$ cat src/rtl/cpu_pkg.sv
// Shared CPU definitions: fetch FSM state type, instruction field positions
// and the default reset PC.
package cpu_pkg;

  typedef enum logic {REQ, VALID} fetch_state_t;

  localparam int unsigned OPCODE_MSB = 31;
  localparam int unsigned OPCODE_LSB = 26;
  localparam int unsigned FUNCT_MSB  = 5;
  localparam int unsigned FUNCT_LSB  = 0;
  localparam int unsigned IMM16_MSB  = 15;
  localparam int unsigned JIDX_MSB   = 25;

  localparam logic [31:0] DEFAULT_RESET_PC = 32'h0000_0000;

endpackage

$ cat src/rtl/fetch_unit_if.sv
// Instruction-memory request/response bus between fetch and instruction memory.
interface fetch_unit_if #(
  parameter int unsigned N = 32
);
  logic         imem_req;
  logic [N-1:0] imem_addr;
  logic         imem_rdy;
  logic [N-1:0] imem_rdata;

  modport master (
    output imem_req,
    output imem_addr,
    input  imem_rdy,
    input  imem_rdata
  );

  modport slave (
    input  imem_req,
    input  imem_addr,
    output imem_rdy,
    output imem_rdata
  );
endinterface

$ cat src/rtl/next_pc_sel.sv
// Combinational next-PC selection: jr > jump/jal > taken branch > sequential.
module next_pc_sel
  import cpu_pkg::*;
#(
  parameter int unsigned N = 32
) (
  input  logic [N-1:0]      pc_plus4,
  input  logic [JIDX_MSB:0] instr_low,
  input  logic [N-1:0]      jr_target,
  input  logic              branch,
  input  logic              zero,
  input  logic              jump,
  input  logic              jal,
  input  logic              jr,
  output logic [N-1:0]      next_pc,
  output logic              jr_misalign
);

  logic [N-1:0] br_offset;
  logic [N-1:0] br_target;
  logic [N-1:0] j_target;
  logic [N-1:0] jr_aligned;

  assign br_offset  = {{(N - IMM16_MSB - 3){instr_low[IMM16_MSB]}},
                       instr_low[IMM16_MSB:0], 2'b00};
  assign br_target  = pc_plus4 + br_offset;
  assign j_target   = {pc_plus4[N-1:JIDX_MSB+3], instr_low, 2'b00};
  assign jr_aligned = {jr_target[N-1:2], 2'b00};

  always_comb begin
    next_pc = pc_plus4;
    if (jr) begin
      next_pc = jr_aligned;
    end else if (jump || jal) begin
      next_pc = j_target;
    end else if (branch && zero) begin
      next_pc = br_target;
    end
  end

  assign jr_misalign = jr && (jr_target[1:0] != 2'b00);

endmodule

$ cat src/rtl/fetch_unit.sv
// Instruction fetch stage: PC register, two-state request/valid FSM and the
// captured instruction register feeding decode.
module fetch_unit
  import cpu_pkg::*;
#(
  parameter int unsigned N        = 32,
  parameter int unsigned M        = 6,
  parameter logic [N-1:0] RESET_PC = DEFAULT_RESET_PC
) (
  input  logic          clk,
  input  logic          rst_n,
  fetch_unit_if.master  imem,
  output logic [N-1:0]  instr,
  output logic [M-1:0]  opcode,
  output logic [M-1:0]  funct,
  output logic          instr_valid,
  input  logic          instr_ready,
  input  logic          branch,
  input  logic          zero,
  input  logic          jump,
  input  logic          jal,
  input  logic          jr,
  input  logic [N-1:0]  jr_target,
  output logic [N-1:0]  pc,
  output logic [N-1:0]  pc_plus4,
  output logic          misalign
);

  fetch_state_t state;
  logic         req_q;
  logic [N-1:0] next_pc;
  logic         jr_misalign;

  assign pc_plus4       = pc + {{(N - 3){1'b0}}, 3'd4};
  assign opcode         = instr[OPCODE_MSB:OPCODE_LSB];
  assign funct          = instr[FUNCT_MSB:FUNCT_LSB];
  assign imem.imem_req  = req_q;
  assign imem.imem_addr = pc;

  next_pc_sel #(
    .N (N)
  ) u_next_pc_sel (
    .pc_plus4    (pc_plus4),
    .instr_low   (instr[JIDX_MSB:0]),
    .jr_target   (jr_target),
    .branch      (branch),
    .zero        (zero),
    .jump        (jump),
    .jal         (jal),
    .jr          (jr),
    .next_pc     (next_pc),
    .jr_misalign (jr_misalign)
  );

  always_ff @(posedge clk or negedge rst_n) begin
    if (!rst_n) begin
      state       <= REQ;
      pc          <= RESET_PC;
      instr       <= '0;
      instr_valid <= 1'b0;
      req_q       <= 1'b0;
      misalign    <= 1'b0;
    end else begin
      misalign <= 1'b0;
      unique case (state)
        REQ: begin
          req_q <= 1'b1;
          // A response only counts once the request is actually on the bus.
          if (req_q && imem.imem_rdy) begin
            instr       <= imem.imem_rdata;
            instr_valid <= 1'b1;
            req_q       <= 1'b0;
            state       <= VALID;
          end
        end
        VALID: begin
          if (instr_ready) begin
            pc          <= next_pc;
            misalign    <= jr_misalign;
            instr_valid <= 1'b0;
            req_q       <= 1'b1;
            state       <= REQ;
          end
        end
        default: state <= REQ;
      endcase
    end
  end

endmodule

$ cat src/flat_wrapper.sv
// flat-port wrapper written by rule: the top's interface ports become plain ports
module fetch_unit_flat import cpu_pkg::*;
#(
  parameter int unsigned N        = 32,
  parameter int unsigned M        = 6,
  parameter logic [N-1:0] RESET_PC = DEFAULT_RESET_PC
)
  (clk, rst_n, instr, opcode, funct, instr_valid, instr_ready, branch, zero, jump, jal, jr, jr_target, pc, pc_plus4, misalign, imem_imem_req, imem_imem_addr, imem_imem_rdy, imem_imem_rdata);
  fetch_unit_if #(.N(N)) imem_i ();
  input  logic clk;
  input  logic rst_n;
  output logic [N-1:0] instr;
  output logic [M-1:0] opcode;
  output logic [M-1:0] funct;
  output logic instr_valid;
  input  logic instr_ready;
  input  logic branch;
  input  logic zero;
  input  logic jump;
  input  logic jal;
  input  logic jr;
  input  logic [N-1:0] jr_target;
  output logic [N-1:0] pc;
  output logic [N-1:0] pc_plus4;
  output logic misalign;
  output wire logic [$bits(imem_i.imem_req)-1:0] imem_imem_req;
  output wire logic [$bits(imem_i.imem_addr)-1:0] imem_imem_addr;
  input wire logic [$bits(imem_i.imem_rdy)-1:0] imem_imem_rdy;
  input wire logic [$bits(imem_i.imem_rdata)-1:0] imem_imem_rdata;
  assign imem_imem_req = imem_i.imem_req;
  assign imem_imem_addr = imem_i.imem_addr;
  assign imem_i.imem_rdy = imem_imem_rdy;
  assign imem_i.imem_rdata = imem_imem_rdata;
  fetch_unit #(.N(N), .M(M), .RESET_PC(RESET_PC)) u_core (.clk(clk), .rst_n(rst_n), .imem(imem_i), .instr(instr), .opcode(opcode), .funct(funct), .instr_valid(instr_valid), .instr_ready(instr_ready), .branch(branch), .zero(zero), .jump(jump), .jal(jal), .jr(jr), .jr_target(jr_target), .pc(pc), .pc_plus4(pc_plus4), .misalign(misalign));
endmodule
$ cat config.mk
export PLATFORM = sky130hd
export DESIGN_NAME = fetch_unit_flat
export DESIGN_NICKNAME = d
export VERILOG_FILES = /design/src/rtl/cpu_pkg.sv /design/src/rtl/fetch_unit_if.sv /design/src/rtl/next_pc_sel.sv /design/src/rtl/fetch_unit.sv /design/src/flat_wrapper.sv
export SDC_FILE = /design/constraint.sdc
export NUM_CORES = 1
export LEC_CHECK = 0
export BUFFER_PORTS_ARGS = -buffer_cell sky130_fd_sc_hd__buf_2
export CAP_MARGIN = 0
export CORE_UTILIZATION = 55
export CTS_BUF_LIST = sky130_fd_sc_hd__clkbuf_8
export DETAILED_ROUTE_END_ITERATION = 10
export GPL_ROUTABILITY_DRIVEN = 0
export PLACE_DENSITY = 0.94
export RECOVER_POWER = 25
export SLEW_MARGIN = 20
export SYNTH_ARGS = -nofsm -noshare
export SYNTH_HDL_FRONTEND = slang
export SYNTH_SLANG_ARGS = --single-unit
export TNS_END_PERCENT = 100
$ cat constraint.sdc
create_clock -name clk -period 7.21 [get_ports clk]
set_input_delay 0.3605 -clock clk [delete_from_list [all_inputs] [get_ports clk]]
set_output_delay 0.3605 -clock clk [all_outputs]
set_load 0.01 [all_outputs]
==> results of run 1 <==
==> kinds of logic (layout without fill, tap and decap cells) <==
| family | Yosys count | in the layout | synth area share (%) |
|---|---|---|---|
| xor gates and xnor gates | 49 | 49 | 7.86 |
| buffers and inverters | 89 | 246 | 9.15 |
| AOI/OAI and AO/OA | 175 | 175 | 19.9 |
| muxes | 34 | 34 | 6.73 |
| adders and majority gates | 37 | 37 | 8.33 |
| DFF | 66 | 66 | 29.2 |
| other | 1 | 6 | 0.0664 |
| and+or+nand+nor | 216 | 216 | 18.7 |
==> power breakdown <==
| part | leakage (nW) | switching (W) | internal (W) | total (W) |
|---|---|---|---|---|
| Sequential | 0.779 | 0.000286 | 0.000549 | 0.000835 |
| Combinational | 2.29 | 0.00142 | 0.00105 | 0.00247 |
| Clock | 0.0990 | 0.000161 | 0.000159 | 0.000320 |
==> state kept, by name, indices dropped and copies added, names as in the netlist <==
name                   flops
u_core.imem.imem_addr     30
u_core.instr_valid         1
u_core.instr              32
u_core.imem.imem_req       1
u_core.misalign            1
u_core.state               1
==> cells in the mapped netlist, types with 8 or more instances <==
master / number
sky130_fd_sc_hd__nand4_1: 11
sky130_fd_sc_hd__o21ai_0: 47
sky130_fd_sc_hd__inv_1: 14
sky130_fd_sc_hd__ha_1: 36
sky130_fd_sc_hd__a31oi_1: 8
sky130_fd_sc_hd__a21oi_1: 41
sky130_fd_sc_hd__a211oi_1: 9
sky130_fd_sc_hd__mux2_2: 32
sky130_fd_sc_hd__clkbuf_1: 25
sky130_fd_sc_hd__buf_4: 48
sky130_fd_sc_hd__o211ai_1: 12
sky130_fd_sc_hd__and3_1: 10
sky130_fd_sc_hd__a21o_1: 9
sky130_fd_sc_hd__dfrtp_1: 66
sky130_fd_sc_hd__nand3_1: 28
sky130_fd_sc_hd__nand2_1: 66
sky130_fd_sc_hd__nor3_1: 15
sky130_fd_sc_hd__xnor2_1: 25
sky130_fd_sc_hd__nor2_1: 51
sky130_fd_sc_hd__xor2_1: 22
==> worst min path at each step <==
| stage | from | slack, ns | to |
|---|---|---|---|
| finish | jr_target[0] | 0.22 | u_core.misalign |
| global route | imem_imem_rdata[24] | 0.22 | u_core.instr[24] |
| CTS | rst_n | 0.22 | u_core.instr[29] |
| detailed placement | u_core.instr_valid | 0.49 | u_core.instr_valid |
| global placement | u_core.instr_valid | 0.45 | u_core.instr_valid |
| floorplan | rst_n | 0.06 | u_core.imem.imem_addr[10] |
==> critical path: cells and delay by family (launching register included) <==
family                   cells  cell delay [ns]
XOR/XNOR                     1             0.38
AO/OA/AOI/OAI                5             0.83
AND/OR/NAND/NOR              7             2.13
flip-flops                   1             0.50
adder cells (fa/ha/maj)      1             0.37
==> layout make-up <==
cell class	instances	area [sq um]	share of cell area, %
clock inverter	7	70.1	1.05
clock buffer	9	124	1.86
timing repair buffer	216	1090	16.4
multi-input combinational	517	3510	52.6
sequential	66	1650	24.8
tap	133	166	2.50
inverter	14	52.6	0.789
==> per-layer routing <==
| layer | routed length, microns | vias to the layer above | track usage [%] |
|---|---|---|---|
| met4 | 592 | 0 | 12.7 |
| met1 | 6680 | 2753 | 42.8 |
| li1 | - | 2684 | - |
| met3 | 1970 | 62 | 7.66 |
| met5 | 0 | - | 0 |
| met2 | 8180 | 389 | 54.2 |
==> metrics by stage <==
stage          worst slack (ns)  instances  hold slack, ns  util [%]
5_1_grt                    2.67        962           0.216      67.5
2_1_floorplan              3.39        672          0.0649         -
4_1_cts                    3.05        962           0.215      67.6
3_3_place_gp               3.32        946           0.455      65.6
6_report                   2.93        962           0.223      67.5
3_5_place_dp               3.13        946           0.493      65.6
==> results.md, run 1 <==
- The commonest non-fill, non-tap cell in the layout is sky130_fd_sc_hd__buf_2.
- The total clock sinks is 66.
- The worst register-to-register path begins at u_core.imem.imem_addr[4].
- Clock-pin slew was measured on the worst setup and hold paths at 0.09 ns.
- The via count of the routed design is 5,888.
- Power spread over the standard cell area amounts to 545 nW/um^2.
- The HPWL after detailed placement is 12,600 microns.
- Counting along the longest clock path gives a buffer depth of 2.
- The share of synthesized area occupied by flip-flops and latches is 29.2%.
- Overall power consumption after layout is estimated at 0.00363 W.
- The depth of the most critical reg-to-reg path is 14.
- The area added between synthesis and finish is 17.9%.
- The type of element capturing the critical path is a flip-flop.
- The timing-limited maximum frequency is 0.234 GHz.
- The biggest fanout along the worst timing path is 7.
- On the worst path, the slowest cell contributes a delay of 0.56 ns.
- Walking the worst path, the cells encountered are nand4_1 > or4_1 > nor3_1 > nand3_1 > xnor2_1 > ha_1 > or3_1 > o21ai_0 > a21oi_1 > o2bb2ai_1 > o2111ai_1 > nand3b_1 > and4_1 > o31ai_1.
- For this run, the detailed router's first-pass iteration total came to 7.
- The horizontal die dimension is 103 microns.
- The number of antenna violations at the first check in global routing is 0.
- In the global route stage, overall resource usage came out at 33.1%.
- Global routing finished with a remaining overflow of 0.
- The number of enable flip-flop cells after synthesis is 0.
- STA classifies the critical path startpoint as a flip-flop.
- After layout, the minimum clock period comes to 4.28 ns.
- The capture instance of the worst register-to-register path is u_core.imem.imem_addr[31].
- The count of standard-cell rows is 36.
- During I/O placement, the number of pins put on the boundary was 216.
- Of the cells placed in the final design, the portion with a size suffix greater than 1 is 34.0%.
- The initial cell density of the core is 57.3%.
- The final non-filler cell area is 6660 sq um.
- The count of filler cells inserted in the layout is 819.
- The post-CTS setup-driven buffer insertion count is 0.
- The top cell type by area accounts for 29.2% of the synthesized area.
- TritonCTS built the clock tree.
- The cell taking the most area after synthesis is sky130_fd_sc_hd__dfrtp_1.
- The remaining antenna violation count after routing is 0.
- The detailed router's first-iteration violation count is 411.
- The placed instances occupy a cell area of 6470 sq um.
- Setup violations remaining at the end of the flow were counted as 0.
- The final reports fail on capacitance limit, slew limit.
- The clock arrives with 0.0151 ns of skew.
- CTS placed an instance of sky130_fd_sc_hd__clkbuf_8 at the clock tree root.
- The most critical setup path has its endpoint at u_core.imem.imem_addr[31].
- The number of clock buffers added by TritonCTS is 9.
- The average vias per placed instance is 6.12.
- The worst hold path belongs to the class in -> reg.
- The number of design rule violations left after detail routing is 0.
- For this block, the routed nets add up to 17,400 microns of wire.
- The most used flip-flop cell after synthesis is sky130_fd_sc_hd__dfrtp_1.
- The number of flip-flops and latches in the synthesized netlist is 66.
- Among all stages on the critical path, the largest delay is contributed by sky130_fd_sc_hd__or4_1.
- For this run, the post-layout net count is 934.
- Setup repair after global routing left no endpoint under its margin.
- After layout, the worst path uses 59.4% of the clock period.
- The worst register-to-register path has a setup slack of 2.93 ns.
- The largest net degree at the start of global routing is 67.
- The global-route wire length before repair is 26,800 microns.
- The analysis attributes to cell leakage a power of 3.16 nW.
- After technology mapping, the gate count stands at 667.
- The most critical setup path has its startpoint at u_core.imem.imem_addr[4].
- The final hold violation count is 0.
- The number of antenna diodes in the final layout is 0.
- The clock reaches the later pin of the worst-skew pair after 0.36 ns.
- The data arrival time of the critical path is 4.55 ns.
- At the pin with the least slew margin, the transition time is 3.57 ns.
- The run finished, with violations left.
- Counting flops with an async set or reset pin after synthesis yields a share of 100%.
- For the final routed database, the setup TNS stands at 0 ns.
- Along the worst hold path, the cell count comes to 3.
- The vertical die dimension is 103 microns.
- The area of the die is 10,700 sq um.
- The number of global-route vias before repair is 5,357.
- After synthesis, the cell types taking the most area are sky130_fd_sc_hd__dfrtp_1 29%, sky130_fd_sc_hd__ha_1 8.0%, sky130_fd_sc_hd__buf_4 6.4%.
- Across the VDD grid, the largest voltage drop is 0.273 mV.
- The netlist area before placement is 5650 sq um.
- The average instance in the mapped netlist occupies 8.47 sq um.
- The final number of max-transition violations was 67.
- The H-tree generated during clock tree synthesis spans 3 levels.
- The critical path in this run is classified as reg -> reg.
- The total area inside the core boundary comes to 9860 sq um.
- STA puts the critical path data required time at 7.48 ns.
- The post-cts resize count is 0.
- Synthesis instantiated 67 different standard cells from the library.
- The number of buffers added to fix hold violations after cts is 0.
- In the layout the commonest cells are 209 x sky130_fd_sc_hd__buf_2, 66 x sky130_fd_sc_hd__nand2_1, 66 x sky130_fd_sc_hd__dfrtp_1.
- The routed wirelength normalized by instance count is 18.1 microns.
- The number of warning messages in the yosys log is 0.
- The worst slew margin relative to its limit is -138%.
- Max-cap violations in this run came to 1.
- Input and output buffers added on the ports amount to 209.
No activity file was read; power rests on OpenSTA's default activity.
==> inputs of run 2 (changes only) <==
--- a/config.mk
+++ b/config.mk
@@ -5,13 +5,14 @@
 export SDC_FILE = /design/constraint.sdc
 export NUM_CORES = 1
 export LEC_CHECK = 0
+export ABC_AREA = 1
 export BUFFER_PORTS_ARGS = -buffer_cell sky130_fd_sc_hd__buf_2
 export CAP_MARGIN = 0
-export CORE_UTILIZATION = 55
+export CORE_UTILIZATION = 53
 export CTS_BUF_LIST = sky130_fd_sc_hd__clkbuf_8
 export DETAILED_ROUTE_END_ITERATION = 10
 export GPL_ROUTABILITY_DRIVEN = 0
-export PLACE_DENSITY = 0.94
+export PLACE_DENSITY = 0.89
 export RECOVER_POWER = 25
 export SLEW_MARGIN = 20
 export SYNTH_ARGS = -nofsm -noshare
==> constraint.sdc (replaced) <==
create_clock -name clk -period 4.05 [get_ports clk]
set_input_delay 0.2025 -clock clk [delete_from_list [all_inputs] [get_ports clk]]
set_output_delay 0.2025 -clock clk [all_outputs]
set_load 0.01 [all_outputs]
==> run 2 against run 1 <==
Against the previous run:
- clock skew grew 0.0011 ns
- design area grew 12%
- the flow finishes with violations (DRC, capacitance limit, slew limit)
- routed wire length grew 27%
- critical path depth grew 4
- largest power group unchanged
- register-to-register slack lost 2.4 ns
- global-route usage grew 2.1 points
- critical endpoint is now u_core.imem.imem_addr[29]
- flip-flop and latch count is the same
- core utilization shrank 3.4 points
- sequential power grew 81%
==> results.md, run 2 <==
- The flow ran to the end, but the final reports show violations.
- The final reports fail on DRC, capacitance limit, slew limit.
- The overflow left after global routing is 0 (unchanged).
- In the layout the commonest cells are 276 x sky130_fd_sc_hd__nand2_1, 184 x sky130_fd_sc_hd__buf_2, 113 x sky130_fd_sc_hd__nor2_1.
- By startpoint and endpoint, the worst setup path is classified as reg -> reg.
- The reported max-cap violation count was 1 (unchanged).
- The number of instances in the synthesized netlist is 971 (+46%).
- The biggest fanout along the worst timing path is 6 (-1).
- The first-pass detailed-route iteration total is 10 (+3).
- The post-cts resize count is 0 (unchanged).
- The number of buffer cells added on primary ports is 209 (unchanged).
- Setup repair after global routing left no endpoint under its margin.
- The total instance count after detailed placement is 1,268 (+34%).
- The register with the most flip-flops is u_core.instr.
- The routing usage on met3 is 9.02% (+1.4 points).
- The most frequently used flop master after synthesis is sky130_fd_sc_hd__dfrtp_1.
- The count of standard-cell rows is 39 (+8.3%).
- The final non-filler cell area is 7450 sq um (+12%).
- The number of clock buffers inserted by TritonCTS was 9 (unchanged).
- The flip-flop count of the largest register, all copies and words added was 32 (unchanged).
- The cell taking the most area after synthesis is sky130_fd_sc_hd__dfrtp_1.
- The maximum clock insertion buffer count is 2 (unchanged).
- The number of design rule violations left after detail routing is 2 (+2).
- The final core utilization is 64.2% (-3.4 points).
- The average vias per placed instance is 5.75 (-6.0%).
- The post-layout total power came to 0.00707 W (+95%).
- The total clock sinks is 66 (unchanged).
- The final hold violation count is 0 (unchanged).
- The final number of setup-violating endpoints is 0 (unchanged).
- The post-route minimum period is 3.48 ns (-0.801 ns).
- The post-CTS setup-driven buffer insertion count is 0 (unchanged).
- The met1 demand-to-capacity share in global routing is 44.8% (+2.0 points).
- The remaining antenna violation count after routing is 0 (unchanged).
- The number of enable flip-flop cells after synthesis is 0 (unchanged).
- The antenna cell count came to 0 (unchanged).
- The highest ir drop seen on vdd came to 0.531 mV (+94%).
- The cell family contributing the most delay on the critical path is simple AND/OR/NAND/NOR gates.
- On the critical path, the stage with the largest delay is an instance of sky130_fd_sc_hd__dfrtp_1.
- The number of flip-flops and latches in the synthesized netlist is 66 (unchanged).
- The horizontal die dimension was 112 microns (+8.6%).
- Clock tree synthesis selected as its root buffer the cell sky130_fd_sc_hd__clkbuf_8.
- The data arrival time of the critical path is 3.72 ns (-0.83 ns).
- The period utilization is 85.9% (+27 points).
- The via count of the routed design is 7,389 (+25%).
- The area share of the largest cell type after synthesis was 25.7% (-3.6 points).
- The initial cell density of the core was 55.4% (-1.8 points).
- The synthesized area per cell is 6.63 sq um (-22%).
- The count of H-tree levels built during CTS is 3 (unchanged).
- The most used cell along the critical path is sky130_fd_sc_hd__nand2_1.
- TritonCTS built the clock tree.
- The final number of max-transition violations is 45 (-33%).
- After synthesis, the cell types taking the most area are sky130_fd_sc_hd__dfrtp_1 26%, sky130_fd_sc_hd__nand2_1 16%, sky130_fd_sc_hd__ha_1 7.0%.
- The peak per-stage delay on the critical path is 0.43 ns (-0.13 ns).
- The proportion of synthesized flip-flops having asynchronous set or reset is 100% (unchanged).
- The signal on the critical path passes through ha_1 > inv_1 > nor2_2 > nand2_1 > nor2_2 > or2_2 > and2_1 > ha_1 > a21oi_1 > o21ai_0 > nor2_1 > nor2_1 > nor2_1 > nand2_1 > nand2_1 > nand3_1 > nand2_1 > nand2_1.
- The number of buffer and inverter stages on the critical path is 1 (+1).
- The share of synthesized area occupied by flip-flops and latches is 25.7% (-3.6 points).
- The detailed router's first-iteration violation count is 718 (+75%).
- The busiest metal layer after global routing is met2.
- The worst clock skew came to 0.0162 ns (+0.00108 ns).
- The top-level port count is 216 (unchanged).
- The number of warning messages in the yosys log was 0 (unchanged).
- The worst slew margin relative to its limit is -62.7% (+75 points).
- The netlist area before placement is 6440 sq um (+14%).
- The cell leakage power was 4.04 nW (+28%).
- The most frequently used cell type in the post-synthesis netlist is sky130_fd_sc_hd__nand2_1.
- The met2 track demand over resource was 55.1% (+0.87 points).
- The number of global-route vias before repair is 6,915 (+29%).
- The startpoint class of the critical path is a flip-flop.
- The fraction of final layout cells sized beyond drive strength 1 is 22.9% (-11 points).
- The number of library cell types mapped by synthesis came to 44 (-34%).
- The total length of routed wires came to 22,100 microns (+27%).
- The routed wirelength normalized by instance count is 17.2 microns (-4.9%).
- The number of antenna violations at the first check in global routing is 0 (unchanged).
- The path class of the tightest hold or removal check is in -> reg.
- The area added between synthesis and finish is 15.8%.
- The core area is 11,600 sq um (+18%).
- The non-filler instance count after layout is 1,284 (+33%).
- The setup total negative slack is 0 ns (unchanged).
- The combined global-route utilization of all metal layers is 35.2% (+2.1 points).
- The power density over the cells is 949 nW/um^2 (+74%).
- The placed instance area is 7280 sq um (+12%).
- The number of buffers added to fix hold violations after cts is 0 (unchanged).
- The area of the die is 12,600 sq um (+18%).
- The worst-margin pin slew is 2.44 ns (-1.13 ns).
- The library cell used most frequently in the layout, excluding fill and tap cells, is sky130_fd_sc_hd__nand2_1.
- The largest net degree at the start of global routing is 45 (-33%).
- The worst setup path is captured at a flip-flop.
- The clock-pin slew of the registers on the worst-case setup and hold paths came to 0.08 ns (about the same).
- The vertical die dimension was 112 microns (+8.6%).
- The HPWL after detailed placement came to 17,600 microns (+40%).
- The clock latency of the later-clocked register in the worst-skew pair is 0.36 ns (about the same).
- The global-route wire length before repair is 34,500 microns (+29%).
- The timing-limited maximum frequency was 0.287 GHz (+23%).
- The number of nets in the layout is 1,247 (+34%).
- Ranked by instance count, the synthesized netlist is headed by 276 x sky130_fd_sc_hd__nand2_1, 113 x sky130_fd_sc_hd__nor2_1, 110 x sky130_fd_sc_hd__inv_1.
- The worst endpoint required time is 4.29 ns (-3.19 ns).
==> run 2: cell count changes after synthesis, moves of 16 or more <==
cell                       before  now
sky130_fd_sc_hd__nand3_1       28   51
sky130_fd_sc_hd__nand2_1       66  276
sky130_fd_sc_hd__xnor2_1       25    4
sky130_fd_sc_hd__a21oi_1       41   63
sky130_fd_sc_hd__nor2_1        51  113
sky130_fd_sc_hd__inv_1         14  110
sky130_fd_sc_hd__clkbuf_1      25    9
==> run 2: layout make-up <==
cell class              count  area (sq um)
fillers                  1088          4160
multi-input cells         732          3940
flip-flops and latches     66          1650
repair buffers            215          1060
inverters                 113           424
well taps                 143           179
clock buffers              10           138
clock inverters             5          56.3
==> run 2: worst min-delay path, cell delays in order <==
cell                      delay, ns
sky130_fd_sc_hd__buf_2         0.07
sky130_fd_sc_hd__a22oi_1       0.05
sky130_fd_sc_hd__nand2_1       0.06
==> run 2: metal layers <==
layer	part of all wire, %	up-vias
met4	5.2	0
met1	37	3314
li1	-	3434
met5	0	-
met3	13	110
met2	44	531
==> run 2: worst paths after layout <==
path	startpoint	endpoint	slack (ns)	cells after the start
max	u_core.imem.imem_addr[2]	u_core.imem.imem_addr[29]	0.57	18
min	jr_target[27]	u_core.imem.imem_addr[27]	0.07	3
max reg2reg	u_core.imem.imem_addr[2]	u_core.imem.imem_addr[29]	0.57	18
min reg2reg	u_core.instr_valid	u_core.instr_valid	0.50	2
max in group asynchronous	rst_n	u_core.imem.imem_addr[23]	1.51	2
min in group asynchronous	rst_n	u_core.imem.imem_req	1.14	2
==> run 2: cells by family after synthesis <==
group	share of synthesized area, %
compound gates	12.4
xor+xnor	3.23
fa+ha+maj	7.31
buf+inv	13.5
flops	25.7
mux	4.90
other cells	0.0582
simple gates	33.0
==> run 2: power by group <==
group          total [W]  internal [W]  switching [W]  leakage, nW
clock           0.000568      0.000297       0.000271        0.104
combinational    0.00500       0.00179        0.00320         3.14
sequential       0.00151      0.000977       0.000532        0.789
total            0.00707       0.00307        0.00401         4.04
==> run 2: metrics by stage <==
stage          hold WS (ns)  setup slack (ns)
4_1_cts              0.0422             0.680
5_1_grt              0.0660             0.402
2_1_floorplan       -0.0931              1.26
3_5_place_dp          0.414             0.685
6_report             0.0687             0.570
3_3_place_gp          0.421             0.773
==> inputs of run 3 (changes only) <==
--- a/config.mk
+++ b/config.mk
@@ -5,17 +5,17 @@
 export SDC_FILE = /design/constraint.sdc
 export NUM_CORES = 1
 export LEC_CHECK = 0
-export ABC_AREA = 1
 export BUFFER_PORTS_ARGS = -buffer_cell sky130_fd_sc_hd__buf_2
 export CAP_MARGIN = 0
-export CORE_UTILIZATION = 53
+export CORE_UTILIZATION = 56
 export CTS_BUF_LIST = sky130_fd_sc_hd__clkbuf_8
 export DETAILED_ROUTE_END_ITERATION = 10
 export GPL_ROUTABILITY_DRIVEN = 0
-export PLACE_DENSITY = 0.89
+export PLACE_DENSITY = 0.95
 export RECOVER_POWER = 25
 export SLEW_MARGIN = 20
 export SYNTH_ARGS = -nofsm -noshare
 export SYNTH_HDL_FRONTEND = slang
+export SYNTH_HIERARCHICAL = 1
 export SYNTH_SLANG_ARGS = --single-unit
 export TNS_END_PERCENT = 100
==> constraint.sdc (replaced) <==
create_clock -name clk -period 4.2 [get_ports clk]
set_input_delay 0.21 -clock clk [delete_from_list [all_inputs] [get_ports clk]]
set_output_delay 0.21 -clock clk [all_outputs]
set_load 0.01 [all_outputs]
==> run 3 against run 2 <==
Against the previous run:
- the flow finishes with violations (capacitance limit, slew limit)
- worst setup slack worse by 0.33 ns
- design area is 7.7% lower
- via count is 20% lower
- largest power group unchanged
- largest cell class unchanged
- highest routed layer is now met5
- non-clock buffer count is 9 higher
- area after synthesis is 8.9% lower
- synthesized cell count is 31% lower
- register-to-register slack worse by 0.33 ns
- routed wire length is 20% lower
==> results.md, run 3 <==
- The run finished, with violations left.
- The checks that failed: capacitance limit, slew limit.
- The library cell used most frequently in the layout, excluding fill and tap cells, is sky130_fd_sc_hd__buf_2.
- The critical setup path kind is reg -> reg.
- The busiest metal layer after global routing is met2.
- The area of the die is 10,900 sq um (-14%).
- The synthesized area per cell was 8.80 sq um (+33%).
- The number of nets in the layout is 929 (-26%).
- The antenna cell count is 0 (unchanged).
- The count of filler cells inserted in the layout was 799 (-27%).
- The final hold violation count is 0 (unchanged).
- The fraction of final layout cells sized beyond drive strength 1 is 34.7% (+12 points).
- The worst-margin pin slew was 1.79 ns (-0.647 ns).
- The post-layout total power was 0.00671 W (-5.1%).
- The met1 demand-to-capacity share in global routing is 38.9% (-5.8 points).
- The number of flip-flops and latches in the synthesized netlist is 68 (+3.0%).
- The area share of the largest cell type after synthesis is 29.0% (+3.4 points).
- The detailed router's first-iteration violation count is 551 (-23%).
- The number of buffer cells added on primary ports is 215 (+2.9%).
- The data arrival time of the critical path was 4.21 ns (+0.49 ns).
- The met2 track demand over resource is 56.3% (+1.2 points).
- The period utilization is 94.2% (+8.3 points).
- The number of instances in the synthesized netlist is 667 (-31%).
- The combined global-route utilization of all metal layers is 32.5% (-2.7 points).
- The proportion of synthesized flip-flops having asynchronous set or reset came to 100% (unchanged).
- The post-CTS setup-driven buffer insertion count is 0 (unchanged).
- The power share of the combinational group was 68.7% (-1.9 points).
- The final number of setup-violating endpoints is 0 (unchanged).
- The switching power is 0.00343 W (-14%).
- The most frequently used flop master after synthesis is sky130_fd_sc_hd__dfrtp_1.
- The number of warning messages in the yosys log is 6 (+6).
- The setup total negative slack is 0 ns (unchanged).
- The worst hold path begins at instr_ready.
- The largest total area in the synthesized netlist belongs to sky130_fd_sc_hd__dfrtp_1.
- The highest ir drop seen on vdd is 0.614 mV (+16%).
- TritonCTS built the clock tree.
- sky130_fd_sc_hd__dfrtp_1 is the most common cell in the netlist.
- The overflow left after global routing is 0 (unchanged).
- The reported max-cap violation count is 1 (unchanged).
- The maximum clock insertion buffer count is 2 (unchanged).
- The share of synthesized area occupied by flip-flops and latches is 29.0% (+3.4 points).
- The area of all sequential standard cells was 1700 sq um (+3.2%).
- The proportion of power drawn by flip-flops and latches is 21.9% (+0.6 points).
- The top-level port count was 216 (unchanged).
- Relative to the synthesized area, the layout overhead comes to 17.3%.
- The netlist area before placement was 5870 sq um (-8.9%).
- The total instance count after detailed placement was 946 (-25%).
- The remaining antenna violation count after routing is 0 (unchanged).
- In this run the worst hold path is classified as in -> reg.
- The cell internal power dissipation was 0.00329 W (+7.1%).
- The number of library cell types mapped by synthesis is 64 (+45%).
- The area of combinational cells with multiple inputs came to 3650 sq um (-7.5%).
- In the layout the commonest cells are 178 x sky130_fd_sc_hd__buf_2, 66 x sky130_fd_sc_hd__dfrtp_1, 65 x sky130_fd_sc_hd__nand2_1.
- The source of the worst register-to-register timing path is u_core/imem.imem_addr[2].
- The type of element capturing the critical path is a flip-flop.
- The worst slew margin relative to its limit is -19.6% (+43 points).
- The worst setup path startpoint is u_core/imem.imem_addr[2].
- The global-route wire length before repair was 28,400 microns (-18%).
- The placed instance area is 6680 sq um (-8.2%).
- The power density over the cells is 976 nW/um^2 (+2.8%).
- The final non-filler cell area is 6880 sq um (-7.7%).
- The count of H-tree levels built during CTS is 3 (unchanged).
- The total length of routed wires is 17,600 microns (-20%).
- The final number of max-transition violations was 35 (-22%).
- The fraction of power spent switching nets was 51.0% (-5.6 points).
- The number of design rule violations left after detail routing is 0 (-2).
- The initial cell density of the core is 58.9% (+3.5 points).
- The worst clock skew came to 0.0141 ns (-0.00209 ns).
- STA classifies the critical path startpoint as a flip-flop.
- The horizontal die dimension is 104 microns (-7.0%).
- The vertical die dimension is 104 microns (-7.0%).
- The worst endpoint required time is 4.45 ns (+0.16 ns).
- The number of global-route vias before repair is 5,770 (-17%).
- The first-pass detailed-route iteration total was 7 (-3).
- The clock latency of the later-clocked register in the worst-skew pair was 0.36 ns (about the same).
- The tree is rooted in a sky130_fd_sc_hd__clkbuf_8.
- The timing-limited maximum frequency is 0.253 GHz (-12%).
- The clock-pin slew of the registers on the worst-case setup and hold paths is 0.09 ns (about the same).
- The number of clock buffers inserted by TritonCTS was 9 (unchanged).
- The core area came to 9950 sq um (-14%).
- The largest net degree at the start of global routing is 45 (unchanged).
- In the synthesized netlist, the cells that appear most often are 68 x sky130_fd_sc_hd__dfrtp_1, 65 x sky130_fd_sc_hd__nand2_1, 64 x sky130_fd_sc_hd__mux2_2.
- The final core utilization is 69.1% (+5.0 points).
- The cell leakage power is 3.25 nW (-19%).
- The biggest fanout along the worst timing path came to 10 (+4).
- The average vias per placed instance is 6.16 (+7.0%).
- The post-route minimum period is 3.96 ns (+0.477 ns).
- Setup repair after global routing left no endpoint under its margin.
- The routed wirelength normalized by instance count is 18.3 microns (+6.3%).
- The routing usage on met3 was 6.77% (-2.3 points).
- The number of enable flip-flop cells after synthesis is 0 (unchanged).
- The non-filler instance count after layout is 963 (-25%).
- The number of nets in the synthesized netlist is 771.
- By area the synthesized netlist is led by sky130_fd_sc_hd__dfrtp_1 29%, sky130_fd_sc_hd__mux2_2 12%, sky130_fd_sc_hd__buf_4 6.4%.
- The HPWL after detailed placement is 12,800 microns (-27%).
- The via count of the routed design was 5,928 (-20%).
- The total clock sinks is 68 (+3.0%).
- The number of antenna violations at the first check in global routing came to 1 (+1).
- The count of standard-cell rows came to 36 (-7.7%).
- The part of the power in the clock network came to 9.4% (+1.4 points).
run 3: changes by cell type after synthesis, sizes merged, moves of 9 or more:
cell    change
nand3      -36
nor3       -13
and3       +12
a22oi      -14
a21o       +13
nor2       -88
and4       +11
inv       -102
nand2     -216
o211ai      +9
mux2       +36
xnor2      +30
run 3: path summary, 6_finish.rpt:
| check | end | slack [ns] | depth (start not counted) |
|---|---|---|---|
| max | u_core/imem.imem_addr[29] | 0.24 | 16 |
| min | u_core/state | 0.07 | 2 |
| max reg2reg | u_core/imem.imem_addr[29] | 0.24 | 16 |
| min reg2reg | u_core/instr_valid | 0.50 | 2 |
| max in group asynchronous | u_core/imem.imem_addr[10] | 2.02 | 3 |
| min in group asynchronous | u_core/imem.imem_addr[3] | 0.87 | 2 |
run 3: cells by family after synthesis:
group / count (synthesis) / share of synthesized area (%)
adder cells (fa/ha/maj): 31 / 6.74
multiplexers: 64 / 12.3
AO/OA/AOI/OAI: 181 / 19.2
XOR/XNOR: 52 / 7.76
AND/OR/NAND/NOR: 183 / 15.9
buffers and inverters: 88 / 9.13
flip-flops: 68 / 29.0
run 3: power by group through the flow:
stage	clock [W]	sequential, W	combinational (W)
2_1_floorplan	0	0.00149	0.00331
3_3_place_gp	0	0.00143	0.00438
3_5_place_dp	0	0.00146	0.00448
4_1_cts	0.000639	0.00145	0.00454
5_1_grt	0.000666	0.00152	0.00501
6_report	0.000631	0.00147	0.00461
run 3: through the flow:
step	hold slack, ns	worst slack [ns]
2_1_floorplan	-0.0856	0.420
3_3_place_gp	0.302	0.418
3_5_place_dp	0.305	0.244
4_1_cts	0.0579	0.138
5_1_grt	0.0719	0.0312
6_report	0.0677	0.243
run 3: cell type report:
class / instances / share of cell area (%)
Clock inverter: 7 / 1.44
Tap cell: 133 / 2.42
Multi-Input combinational cell: 511 / 53.0
Timing Repair Buffer: 224 / 16.0
Sequential cell: 68 / 24.8
Inverter: 11 / 0.600
Clock buffer: 9 / 1.80
run 3: metal layers:
layer	routed length (microns)	part of all wire [%]
met1	6660	38
met2	8680	49
met3	1700	9.6
met4	579	3.3
met5	10	0.057
run 3: critical path: stages (launching register included):
cell	delay, ns
sky130_fd_sc_hd__dfrtp_2	0.48
sky130_fd_sc_hd__ha_2	0.27
sky130_fd_sc_hd__and4_1	0.20
sky130_fd_sc_hd__and4_4	0.32
sky130_fd_sc_hd__nand3_1	0.14
sky130_fd_sc_hd__xnor2_2	0.18
sky130_fd_sc_hd__ha_1	0.40
sky130_fd_sc_hd__a21o_1	0.21
sky130_fd_sc_hd__a21o_1	0.19
sky130_fd_sc_hd__a21oi_1	0.23
sky130_fd_sc_hd__o2111ai_1	0.16
sky130_fd_sc_hd__a21oi_2	0.19
sky130_fd_sc_hd__o311ai_1	0.12
sky130_fd_sc_hd__a21oi_1	0.22
sky130_fd_sc_hd__xor2_1	0.21
sky130_fd_sc_hd__o21ai_1	0.08
sky130_fd_sc_hd__mux2_2	0.27
run 3: timing repair:
action,in CTS,in global routing
endpoints found under the hold margin,33,0
endpoints found under the setup margin,0,4
hold buffers,1,0
gates resized for setup,0,5
